--- src/rtl/lcd_bus_if.sv ---
// HD44780-style LCD write bus: register select, read/write, enable strobe and data byte.
interface lcd_bus_if;
  logic       RS;
  logic       RW;
  logic       E;
  logic [7:0] DATA;

  modport master (output RS, RW, E, DATA);
  modport slave  (input  RS, RW, E, DATA);
endinterface

--- src/rtl/lcd_refresh_sequencer.sv ---
// Streams a LINES x CHARS character buffer to an HD44780 LCD, one frame per refresh period.
// Optional LCD_FRAME_SNAPSHOT_EN: latch the whole buffer at frame start for tear-free frames.
module lcd_refresh_sequencer #(
  parameter int LINES        = 4,
  parameter int CHARS        = 20,
  parameter logic [0:LINES-1][6:0] LINE_STARTS = {7'h00, 7'h40, 7'h14, 7'h54},
  parameter int E_PULSE_CYC  = 25,
  parameter int CMD_WAIT_CYC = 2500,
  parameter int REFRESH_CYC  = 2500000
) (
  input  logic clk,
  input  logic reset,
  input  logic initilized,
  input  logic [0:LINES-1][0:CHARS-1][7:0] display_chars,
  lcd_bus_if.master bus,
  output logic busy,
  output logic frame_done
);
  localparam int LW   = (LINES > 1) ? $clog2(LINES) : 1;
  localparam int CW   = (CHARS > 1) ? $clog2(CHARS) : 1;
  localparam int MAX1 = (E_PULSE_CYC > CMD_WAIT_CYC) ? E_PULSE_CYC : CMD_WAIT_CYC;
  localparam int MAXC = (MAX1 > REFRESH_CYC) ? MAX1 : REFRESH_CYC;
  localparam int TW   = $clog2(MAXC + 1);

  typedef enum logic [2:0] {
    IDLE, ADDR_SETUP, CHAR_SETUP, E_HIGH, E_WAIT, DONE, HOLD
  } state_t;

  state_t          state, state_n;
  logic [LW-1:0]   line, line_n;
  logic [CW-1:0]   chr, chr_n;
  logic [TW-1:0]   timer, timer_n;
  logic            rs_q, rs_c;
  logic [7:0]      data_q, data_c;
  logic [0:LINES-1][0:CHARS-1][7:0] src;

`ifdef LCD_FRAME_SNAPSHOT_EN
  logic [0:LINES-1][0:CHARS-1][7:0] snap;

  // Capture on the edge that enters line 0's address setup, i.e. the start of every frame.
  always_ff @(posedge clk) begin
    if ((state == IDLE || state == HOLD) && state_n == ADDR_SETUP)
      snap <= display_chars;
  end
  assign src = snap;
`else
  assign src = display_chars;
`endif

  always_ff @(posedge clk) begin
    if (reset) begin
      state  <= IDLE;
      line   <= '0;
      chr    <= '0;
      timer  <= '0;
      rs_q   <= 1'b0;
      data_q <= 8'h00;
    end else begin
      state <= state_n;
      line  <= line_n;
      chr   <= chr_n;
      timer <= timer_n;
      if (state == ADDR_SETUP || state == CHAR_SETUP) begin
        rs_q   <= rs_c;
        data_q <= data_c;
      end
    end
  end

  always_comb begin
    state_n = state;
    line_n  = line;
    chr_n   = chr;
    timer_n = timer;
    case (state)
      IDLE: begin
        line_n  = '0;
        chr_n   = '0;
        timer_n = '0;
        state_n = ADDR_SETUP;
      end
      ADDR_SETUP, CHAR_SETUP: begin
        timer_n = '0;
        state_n = E_HIGH;
      end
      E_HIGH: begin
        if (timer == TW'(E_PULSE_CYC - 1)) begin
          timer_n = '0;
          state_n = E_WAIT;
        end else begin
          timer_n = timer + TW'(1);
        end
      end
      E_WAIT: begin
        if (timer == TW'(CMD_WAIT_CYC - 1)) begin
          timer_n = '0;
          // rs_q tells us whether the byte just finished was the line's address command.
          if (!rs_q) begin
            chr_n   = '0;
            state_n = CHAR_SETUP;
          end else if (chr != CW'(CHARS - 1)) begin
            chr_n   = chr + CW'(1);
            state_n = CHAR_SETUP;
          end else if (line != LW'(LINES - 1)) begin
            line_n  = line + LW'(1);
            state_n = ADDR_SETUP;
          end else begin
            state_n = DONE;
          end
        end else begin
          timer_n = timer + TW'(1);
        end
      end
      DONE: begin
        line_n  = '0;
        chr_n   = '0;
        timer_n = '0;
        state_n = HOLD;
      end
      HOLD: begin
        if (timer == TW'(REFRESH_CYC - 1)) begin
          timer_n = '0;
          state_n = ADDR_SETUP;
        end else begin
          timer_n = timer + TW'(1);
        end
      end
      default: state_n = IDLE;
    endcase
    if (!initilized) begin
      state_n = IDLE;
      line_n  = '0;
      chr_n   = '0;
      timer_n = '0;
    end
  end

  always_comb begin
    rs_c   = 1'b0;
    data_c = 8'h00;
    case (state)
      ADDR_SETUP: data_c = {1'b1, LINE_STARTS[line]};
      CHAR_SETUP: begin
        rs_c   = 1'b1;
        data_c = src[line][chr];
      end
      E_HIGH, E_WAIT: begin
        rs_c   = rs_q;
        data_c = data_q;
      end
      default: ;
    endcase
  end

  assign bus.RS     = rs_c;
  assign bus.RW     = 1'b0;
  assign bus.E      = (state == E_HIGH);
  assign bus.DATA   = data_c;
  assign busy       = (state != IDLE) && (state != HOLD);
  assign frame_done = (state == DONE);
endmodule
--- src/flat_wrapper.sv ---
// flat-port wrapper written by rule: the top's interface ports become plain ports
module lcd_refresh_sequencer_flat 
#(
  parameter int LINES        = 4,
  parameter int CHARS        = 20,
  parameter logic [0:LINES-1][6:0] LINE_STARTS = {7'h00, 7'h40, 7'h14, 7'h54},
  parameter int E_PULSE_CYC  = 25,
  parameter int CMD_WAIT_CYC = 2500,
  parameter int REFRESH_CYC  = 2500000
)
  (clk, reset, initilized, display_chars, busy, frame_done, bus_RS, bus_RW, bus_E, bus_DATA);
  lcd_bus_if bus_i ();
  input  logic clk;
  input  logic reset;
  input  logic initilized;
  input  logic [0:LINES-1][0:CHARS-1][7:0] display_chars;
  output logic busy;
  output logic frame_done;
  output wire logic [$bits(bus_i.RS)-1:0] bus_RS;
  output wire logic [$bits(bus_i.RW)-1:0] bus_RW;
  output wire logic [$bits(bus_i.E)-1:0] bus_E;
  output wire logic [$bits(bus_i.DATA)-1:0] bus_DATA;
  assign bus_RS = bus_i.RS;
  assign bus_RW = bus_i.RW;
  assign bus_E = bus_i.E;
  assign bus_DATA = bus_i.DATA;
  lcd_refresh_sequencer #(.LINES(LINES), .CHARS(CHARS), .LINE_STARTS(LINE_STARTS), .E_PULSE_CYC(E_PULSE_CYC), .CMD_WAIT_CYC(CMD_WAIT_CYC), .REFRESH_CYC(REFRESH_CYC)) u_core (.clk(clk), .reset(reset), .initilized(initilized), .display_chars(display_chars), .bus(bus_i), .busy(busy), .frame_done(frame_done));
endmodule
--- config.mk ---
export PLATFORM = sky130hd
export DESIGN_NAME = lcd_refresh_sequencer_flat
export DESIGN_NICKNAME = d
export VERILOG_FILES = /design/src/rtl/lcd_bus_if.sv /design/src/rtl/lcd_refresh_sequencer.sv /design/src/flat_wrapper.sv
export SDC_FILE = /design/constraint.sdc
export NUM_CORES = 1
export LEC_CHECK = 0
export ABC_AREA = 0
export BUFFER_PORTS_ARGS = -buffer_cell sky130_fd_sc_hd__clkbuf_2
export CORE_AREA = 2 2 256 258
export CTS_BUF_LIST = sky130_fd_sc_hd__clkbuf_16
export DETAILED_ROUTE_END_ITERATION = 16
export DIE_AREA = 0 0 258 260
export PLACE_DENSITY = 0.33
export RECOVER_POWER = 50
export SYNTH_ARGS = -nofsm -noshare
export SYNTH_HDL_FRONTEND = slang
export SYNTH_SLANG_ARGS = --single-unit
--- constraint.sdc ---
create_clock -name clk -period 2.2 [get_ports clk]
set_input_delay 0 -clock clk [delete_from_list [all_inputs] [get_ports clk]]
set_output_delay 0 -clock clk [all_outputs]
set_load 0.05 [all_outputs]
==> summary.txt, run 1 <==
Timing
  – Final setup TNS: -5.688 ns
  – Final critical-path share of the clock period: 1.264
  – Rel. slew slack: 0.4201
  – Setup violators final: 16
  – Number of hold violations in the final report: 0
  – Setup repair after global routing missed its margin: true
  – Tmin final: approximately 2.8 ns
  – Maximum operating frequency: about 0.36 GHz
  – Final Hold Slack: 0.1832 ns
  – Post-route setup slack: -0.5802 ns
  – Slew @ Worst Pin: ~0.87 ns
  – Max Clock Skew: about 0.0067 ns
  – Total count of max-transition violations in the final report: 0

Synthesis
  – Proportion of synthesized flip-flops having asynchronous set or reset: 0
  – Total number of yosys warnings: 0
  – Multiplexer share of the synthesized area: 0.5026
  – Number of synthesized flops with an enable pin: 0
  – Synthesized netlist cell count: between 600 and 700
  – Main combinational cell family by area after synthesis: multiplexers
  – Mapped Area: about 7500 sq um
  – Adder-cell share of the synthesized area: 0.006706
  – Top flip-flop cell by instance count after synthesis: dfxtp_1
  – Parity-gate share of the synthesized area counting xor and xnor cells: 0.02464
  – Simple-Gate Fraction of Synth Area: 0.1313
  – Synth area leaders: mux4_2 40%, dfxtp_1 11%, mux2i_1 5.9%
  – Average cell area after synthesis: around 11 sq um
  – Count of distinct cell types in the synthesized netlist: between 70 and 80
  – Count of state elements after synthesis: between 40 and 50
  – Area fraction in compound gates after synthesis: 0.1589
  – Area share of the largest cell type after synthesis: 0.3983
  – Post-Synthesis Net Count: approximately 1300
  – Sequential share of the synthesized area: 0.1100
  – Dominant cell type by area after synthesis: mux4_2

Floorplanning
  – Core region area: between 60000 and 70000 sq um
  – Starting density of the core: 0.1164
  – Number of top-level design ports: roughly 660
  – Site row count: 93
  – X dimension of the die: approximately 260 um
  – Total die area: approximately 67000 sq um
  – Vert. Die Dim: 260 um

Worst hold path
  – Worst hold endpoint: u_core.line[1]
  – Worst Hold Path Cells: 3
  – Hold_sp: initilized
  – Hold crit path type: input port to flip-flop

Setup path
  – Critical path type: flip-flop to output port
  – Worst EP required: ~2.2 ns
  – RR Startpoint: u_core.line[0]
  – R2R cell count: 12
  – Worst Path Arrival: ~2.8 ns
  – Crit path cell chain: buf_6, buf_12, buf_4, mux4_2, mux4_2, a311oi_2, buf_4, nand2_4, buf_12
  – Nature of the critical path endpoint: output port
  – Slack of the worst reg-to-reg path: -0.39 ns
  – Worst-path fanout max: 6
  – Slowest cell on crit path: mux4_2
  – Critical path launch point type: flip-flop
  – Worst flop-to-flop path endpoint: u_core.data_q[0]
  – Delay of the slowest cell on the worst path: roughly 0.52 ns

Routing
  – Routed WL: 66050 um
  – Mean number of vias per cell: 4.276
  – Antenna viol nets, final: 0
  – Post-detailed-route DRC marker count: 0
  – Total number of vias: around 10000
  – Final routed wire length divided by cell count: 27.28 um
  – Drt initial violations: between 500 and 600
  – Initial DRT Pass Iterations: 5

Clock tree
  – Clock tree buffer depth: 2
  – Clock tree from TritonCTS: done
  – Clock-pin transition on the worst setup and hold timing paths: approximately 0.07 ns
  – CTS H-tree depth: 2
  – CTS Root Buffer Type: clkbuf_16
  – Inserted Clock Buffers: 5
  – Clock insertion delay at the later pin of the skew report: about 0.30 ns
  – CTS sink cnt: between 40 and 50

Placed design
  – Post-place setup slack: -0.7125 ns
  – Placer congestion estimate: 0.9047
  – Number of buffers inserted by port buffering: ~650
  – Placed Area: ~13000 sq um
  – Estimated wirelength of the detail-placed design: about 60000 um
  – Inst Count DP: between 2000 and 2500

Global routing
  – Maximum number of pins on one net before global-route repair: 31
  – Total congestion overflow: 0
  – Via count of the first global-routing pass: 10980
  – Aggregate global-route resource usage: 0.1873
  – Number of antenna violations at the first check in global routing: 45
  – Global-route wire length before repair: 87090 um

Pwr
  – Final Power: between 3 and 4 mW
  – Leakage: between 6 and 7 nW
  – Largest vdd supply drop: 0.2387 mV
  – P per Cell Area: around 230 nW/um^2

Job
  – Total of max-cap violations: 0

Finish
  – Post-route cell area: between 10000 and 15000 sq um
  – Area growth syn-to-layout: 94.52%
  – Most frequent standard cell in the layout excluding fill and tap cells: clkbuf_2
  – Proportion of layout cells with a drive suffix above 1: 0.7437
  – Final net count: roughly 2200
  – Non-Filler Instances: 2421
  – Most frequent cells in the layout: 648 x clkbuf_2, 190 x buf_4, 141 x mux4_2
  – Utilization after layout: 0.2264

Status
  – Violated checks: negative setup slack
  – Status: finished, violations left
==> power breakdown <==
group	internal, mW	switching [mW]	leakage, nW
logic	1.07	0.758	5.79
registers	0.755	0.0163	0.337
clock network	0.419	0.356	0.0740
total	2.24	1.13	6.20
==> timing repair <==
item / CTS / global route
endpoints found under the hold margin: 2 / 0
cloned: 4 / 5
pin swaps: 25 / 26
hold buffers: 1 / 0
endpoints found under the setup margin: 32 / 38
setup buffers: 29 / 32
resized for setup: 103 / 68
==> critical path, delay by kind of cell, from the launching register on <==
family	cells	cell delay, ns
flip-flops	1	0.37
multiplexers	2	1.01
buffers and inverters	5	0.74
AND/OR/NAND/NOR	1	0.06
AO/OA/AOI/OAI	1	0.27
==> metal layers <==
layer / global-route usage / wire length (um)
met3: 0.05117 / 5101
met1: 0.2381 / 27980
met4: 0.04576 / 982
met5: 0 / 95
met2: 0.3132 / 31890
==> cells by family after synthesis <==
family | after synthesis
AND/OR/NAND/NOR | 198
AO/OA/AOI/OAI | 168
flip-flops | 41
adder cells (fa/ha/maj) | 4
other | 1
XOR/XNOR | 21
buffers and inverters | 74
multiplexers | 192
==> synthesized netlist by cell type, drive strengths merged, types with 4 or more instances <==
cell	instances
a311oi	5
dfxtp	41
a221oi	4
nand2	46
mux2i	44
o221ai	13
nor2	59
a211oi	13
nand2b	5
or3b	4
buf	44
mux4	142
nand4	9
a31oi	4
xnor2	10
xor2	11
o21ai	20
a21o	4
clkbuf	22
ha	4
o22ai	10
a22oi	32
or3	6
and3	4
a22o	7
nand3	19
inv	7
and2	6
a21oi	35
nor3	11
mux2	6
nor3b	4
nor2b	12
==> state kept, by name, summed over array words and instances (netlist names) <==
signal and count:
u_core.state 3, u_core.line 2, u_core.chr 5, u_core.timer 22, u_core.data_q 8, u_core.rs_q 1
==> worst max path at each step <==
| stage | startpoint | slack (ns) | depth (start not counted) | endpoint |
|---|---|---|---|---|
| floorplan | u_core.line[0] | -0.06 | 8 | u_core.data_q[0] |
| detailed placement | u_core.line[0] | -0.71 | 10 | bus_DATA[2] |
| finish | u_core.line[0] | -0.58 | 9 | bus_DATA[2] |
| CTS | u_core.line[0] | -0.61 | 11 | bus_DATA[2] |
| global placement | u_core.line[0] | -0.65 | 10 | bus_DATA[2] |
| global route | u_core.line[0] | -0.69 | 10 | bus_DATA[7] |
==> cell type report <==
cell class	instances	area (sq um)
repair buffers	904	5739
flip-flops and latches	41	839.6
inverters	8	30.03
clock buffers	5	125.1
well taps	855	1070
multi-input cells	584	6645
clock inverters	3	16.27
diodes	21	52.55
fillers	7098	49600
No activity file was read; power rests on OpenSTA's default activity.
==> inputs of run 2 (changes only) <==
--- a/constraint.sdc
+++ b/constraint.sdc
@@ -3,2 +3,2 @@
 set_output_delay 0 -clock clk [all_outputs]
-set_load 0.05 [all_outputs]
+set_load 0.02 [all_outputs]
==> run 2 against run 1 <==
Highest routed layer unchanged. Largest power group unchanged. Sequential cell count unchanged. First-iteration DRC count shrank 3.8%. Core utilization down 0.42 points. The run still ends with negative setup slack left. Worst hold slack got worse by 0.17 ns. Maximum frequency up 0.16%. Critical path depth up 1. Count of clock-buffer cells in the layout unchanged. Worst setup slack better by 0.0044 ns.
==> summary.txt, run 2 (synthesis gave the netlist of run 1 again) <==
Finish
  – Final net count: 2162 (was 2191)
  – Registers with the most flip-flops: u_core.timer: 22 flops, u_core.data_q: 8 flops, u_core.chr: 5 flops (unchanged)
  – Most frequent standard cell in the layout excluding fill and tap cells: clkbuf_2 (unchanged)
  – Register containing the most flip-flops in the final layout: u_core.timer (unchanged)
  – Non-Filler Instances: 2390 (was 2421)
  – Most frequent cells in the layout: 644 x clkbuf_2, 168 x buf_4, 136 x mux4_2 (was 648 x clkbuf_2, 190 x buf_4, 141 x mux4_2)
  – Proportion of layout cells with a drive suffix above 1: 0.7361 (was 0.7437)
  – Number of filler instances in the final layout: 7127 (was 7098)
  – Area growth syn-to-layout: 90.90% (was 94.52%)
  – Area taken by multi-input logic gates: 6605 sq um (was 6645 sq um)
  – Utilization after layout: 0.2222 (was 0.2264)
  – Max FFs per register: 22 (unchanged)
  – Sequential cell area in the final layout: 832.0 sq um (was 839.6 sq um)

Pwr
  – Final Power: 3.432 mW (was 3.372 mW)
  – Largest vdd supply drop: 0.2660 mV (was 0.2387 mV)
  – Leakage: 6.075 nW (was 6.197 nW)
  – P per Cell Area: 240.9 nW/um^2 (was 232.3 nW/um^2)

Timing
  – Maximum operating frequency: 0.3603 GHz (was 0.3597 GHz)
  – Max Clock Skew: 0.01437 ns (was 0.006729 ns)
  – Setup repair after global routing missed its margin: true (unchanged)
  – Final critical-path share of the clock period: 1.262 (was 1.264)
  – Tmin final: 2.776 ns (was 2.780 ns)
  – Post-route setup slack: -0.5758 ns (was -0.5802 ns)
  – Slew @ Worst Pin: 0.5974 ns (was 0.8735 ns)
  – Total count of max-transition violations in the final report: 0 (unchanged)
  – Rel. slew slack: 0.5987 (was 0.4201)
  – Number of hold violations in the final report: 0 (unchanged)
  – Setup violators final: 21 (was 16)

Routing
  – Antenna viol nets, final: 0 (unchanged)
  – Mean number of vias per cell: 4.321 (was 4.276)
  – Post-detailed-route DRC marker count: 0 (unchanged)
  – Final routed wire length divided by cell count: 28.23 um (was 27.28 um)
  – Drt initial violations: 576 (was 599)
  – Initial DRT Pass Iterations: 5 (unchanged)
  – Total number of vias: 10330 (was 10350)
  – Routed WL: 67460 um (was 66050 um)

Clock tree
  – Hold-fix buffers, CTS: 0 (was 1)
  – Clock tree buffer depth: 2 (unchanged)
  – CTS Root Buffer Type: clkbuf_16 (unchanged)
  – Inserted Clock Buffers: 5 (unchanged)
  – CTS sink cnt: 41 (unchanged)
  – Clock-pin transition on the worst setup and hold timing paths: 0.07 ns (about the same)
  – Clock tree from TritonCTS: done (unchanged)
  – Clock insertion delay at the later pin of the skew report: 0.31 ns (was 0.30 ns)
  – CTS H-tree depth: 2 (unchanged)

Placed design
  – Number of buffers inserted by port buffering: 654 (unchanged)
  – Inst Count DP: 2300 (was 2328)
  – Placer congestion estimate: 0.9073 (was 0.9047)
  – Estimated wirelength of the detail-placed design: 60430 um (was 58970 um)
  – Post-place setup slack: -0.5223 ns (was -0.7125 ns)

Setup path
  – Slack of the worst reg-to-reg path: -0.49 ns (was -0.39 ns)
  – Worst Path Arrival: 2.78 ns (about the same)
  – Critical path launch point type: flip-flop (unchanged)
  – Worst-path fanout max: 5 (was 6)
  – Nature of the critical path endpoint: output port (unchanged)
  – Critical path type: flip-flop to output port (unchanged)
  – Worst EP required: 2.20 ns (about the same)

Global routing
  – Via count of the first global-routing pass: 11120 (was 10980)
  – Global-route wire length before repair: 89270 um (was 87090 um)
  – Total congestion overflow: 0 (unchanged)
  – Maximum number of pins on one net before global-route repair: 27 (was 31)
  – Number of antenna violations at the first check in global routing: 50 (was 45)
  – Aggregate global-route resource usage: 0.1931 (was 0.1873)

Worst hold path
  – Hold crit path type: input port to flip-flop (unchanged)

Status
  – Violated checks: negative setup slack (unchanged)
  – Status: finished, violations left (unchanged)

Floorplanning
  – X dimension of the die: 258 um (unchanged)
  – Starting density of the core: 0.1164 (unchanged)
  – Total die area: 67080 sq um (unchanged)
  – Core region area: 64120 sq um (unchanged)
  – Site row count: 93 (unchanged)
  – Vert. Die Dim: 260 um (unchanged)
  – Number of top-level design ports: 656 (unchanged)

Job
  – Total of max-cap violations: 0 (unchanged)
run 2: cell types whose count changed in the layout (fill, tap and decap cells not counted), moves of 4 or more:
cell      delta
buf_4       -22
clkbuf_2     -4
mux2i_1      +4
mux2i_4      -5
mux4_1       +5
mux4_2       -5
o21ai_2      +4
o22ai_1      -5
o22ai_2      +5
run 2: worst max-delay path, cell delays in order, from the launching register on:
cell	delay, ns
dfxtp_4	0.43
buf_12	0.13
buf_4	0.11
mux4_2	0.50
a22oi_2	0.16
buf_4	0.15
a31oi_4	0.10
a221o_1	0.44
a31oi_2	0.21
nand2_2	0.09
buf_8	0.14
run 2: power breakdown:
part / internal, mW / switching (mW) / total [mW]
Combinational: 1.03 / 0.714 / 1.75
Clock: 0.536 / 0.375 / 0.911
Sequential: 0.757 / 0.0159 / 0.773
run 2: area by class of cell:
class	count	area share
inverters	8	0.002108
multi-input cells	584	0.4636
clock buffers	5	0.008782
diodes	19	0.003337
repair buffers	875	0.3857
flip-flops and latches	41	0.05840
clock inverters	3	0.002986
well taps	855	0.07509
run 2: metrics by stage:
| step | cell area [sq um] | TNS (ns) | hold WS (ns) |
|---|---|---|---|
| finish | 14250 | -6.278 | 0.01752 |
| global route | 14230 | -9.755 | 0.03575 |
| CTS | 13730 | -7.041 | 0.04319 |
| detailed placement | 12770 | -5.965 | 0.3586 |
| global placement | 12770 | -5.588 | 0.3622 |
| floorplan | 7475 | -0.03820 | 0.1996 |
run 2: final timing paths:
path | startpoint | end | depth (start not counted)
setup / recovery | u_core.line[0] | bus_DATA[7] | 10
hold / removal | reset | u_core.data_q[4] | 2
setup reg to reg | u_core.line[0] | u_core.data_q[7] | 12
hold reg to reg | u_core.data_q[7] | u_core.data_q[7] | 2
run 2: per-layer routing:
layer	up-vias	share of wire	track usage
met1	5112	0.42	0.2414
met4	18	0.032	0.06101
met2	539	0.47	0.3207
li1	4572	-	-
met3	87	0.075	0.05400
met5	-	0.0017	0
run 2: repair_timing:
action / in CTS / in global routing
endpoints found under the setup margin: 17 / 40
pin swaps: 29 / 35
gates cloned: 3 / 1
gates resized for setup: 96 / 75
buffers inserted: 40 / 25
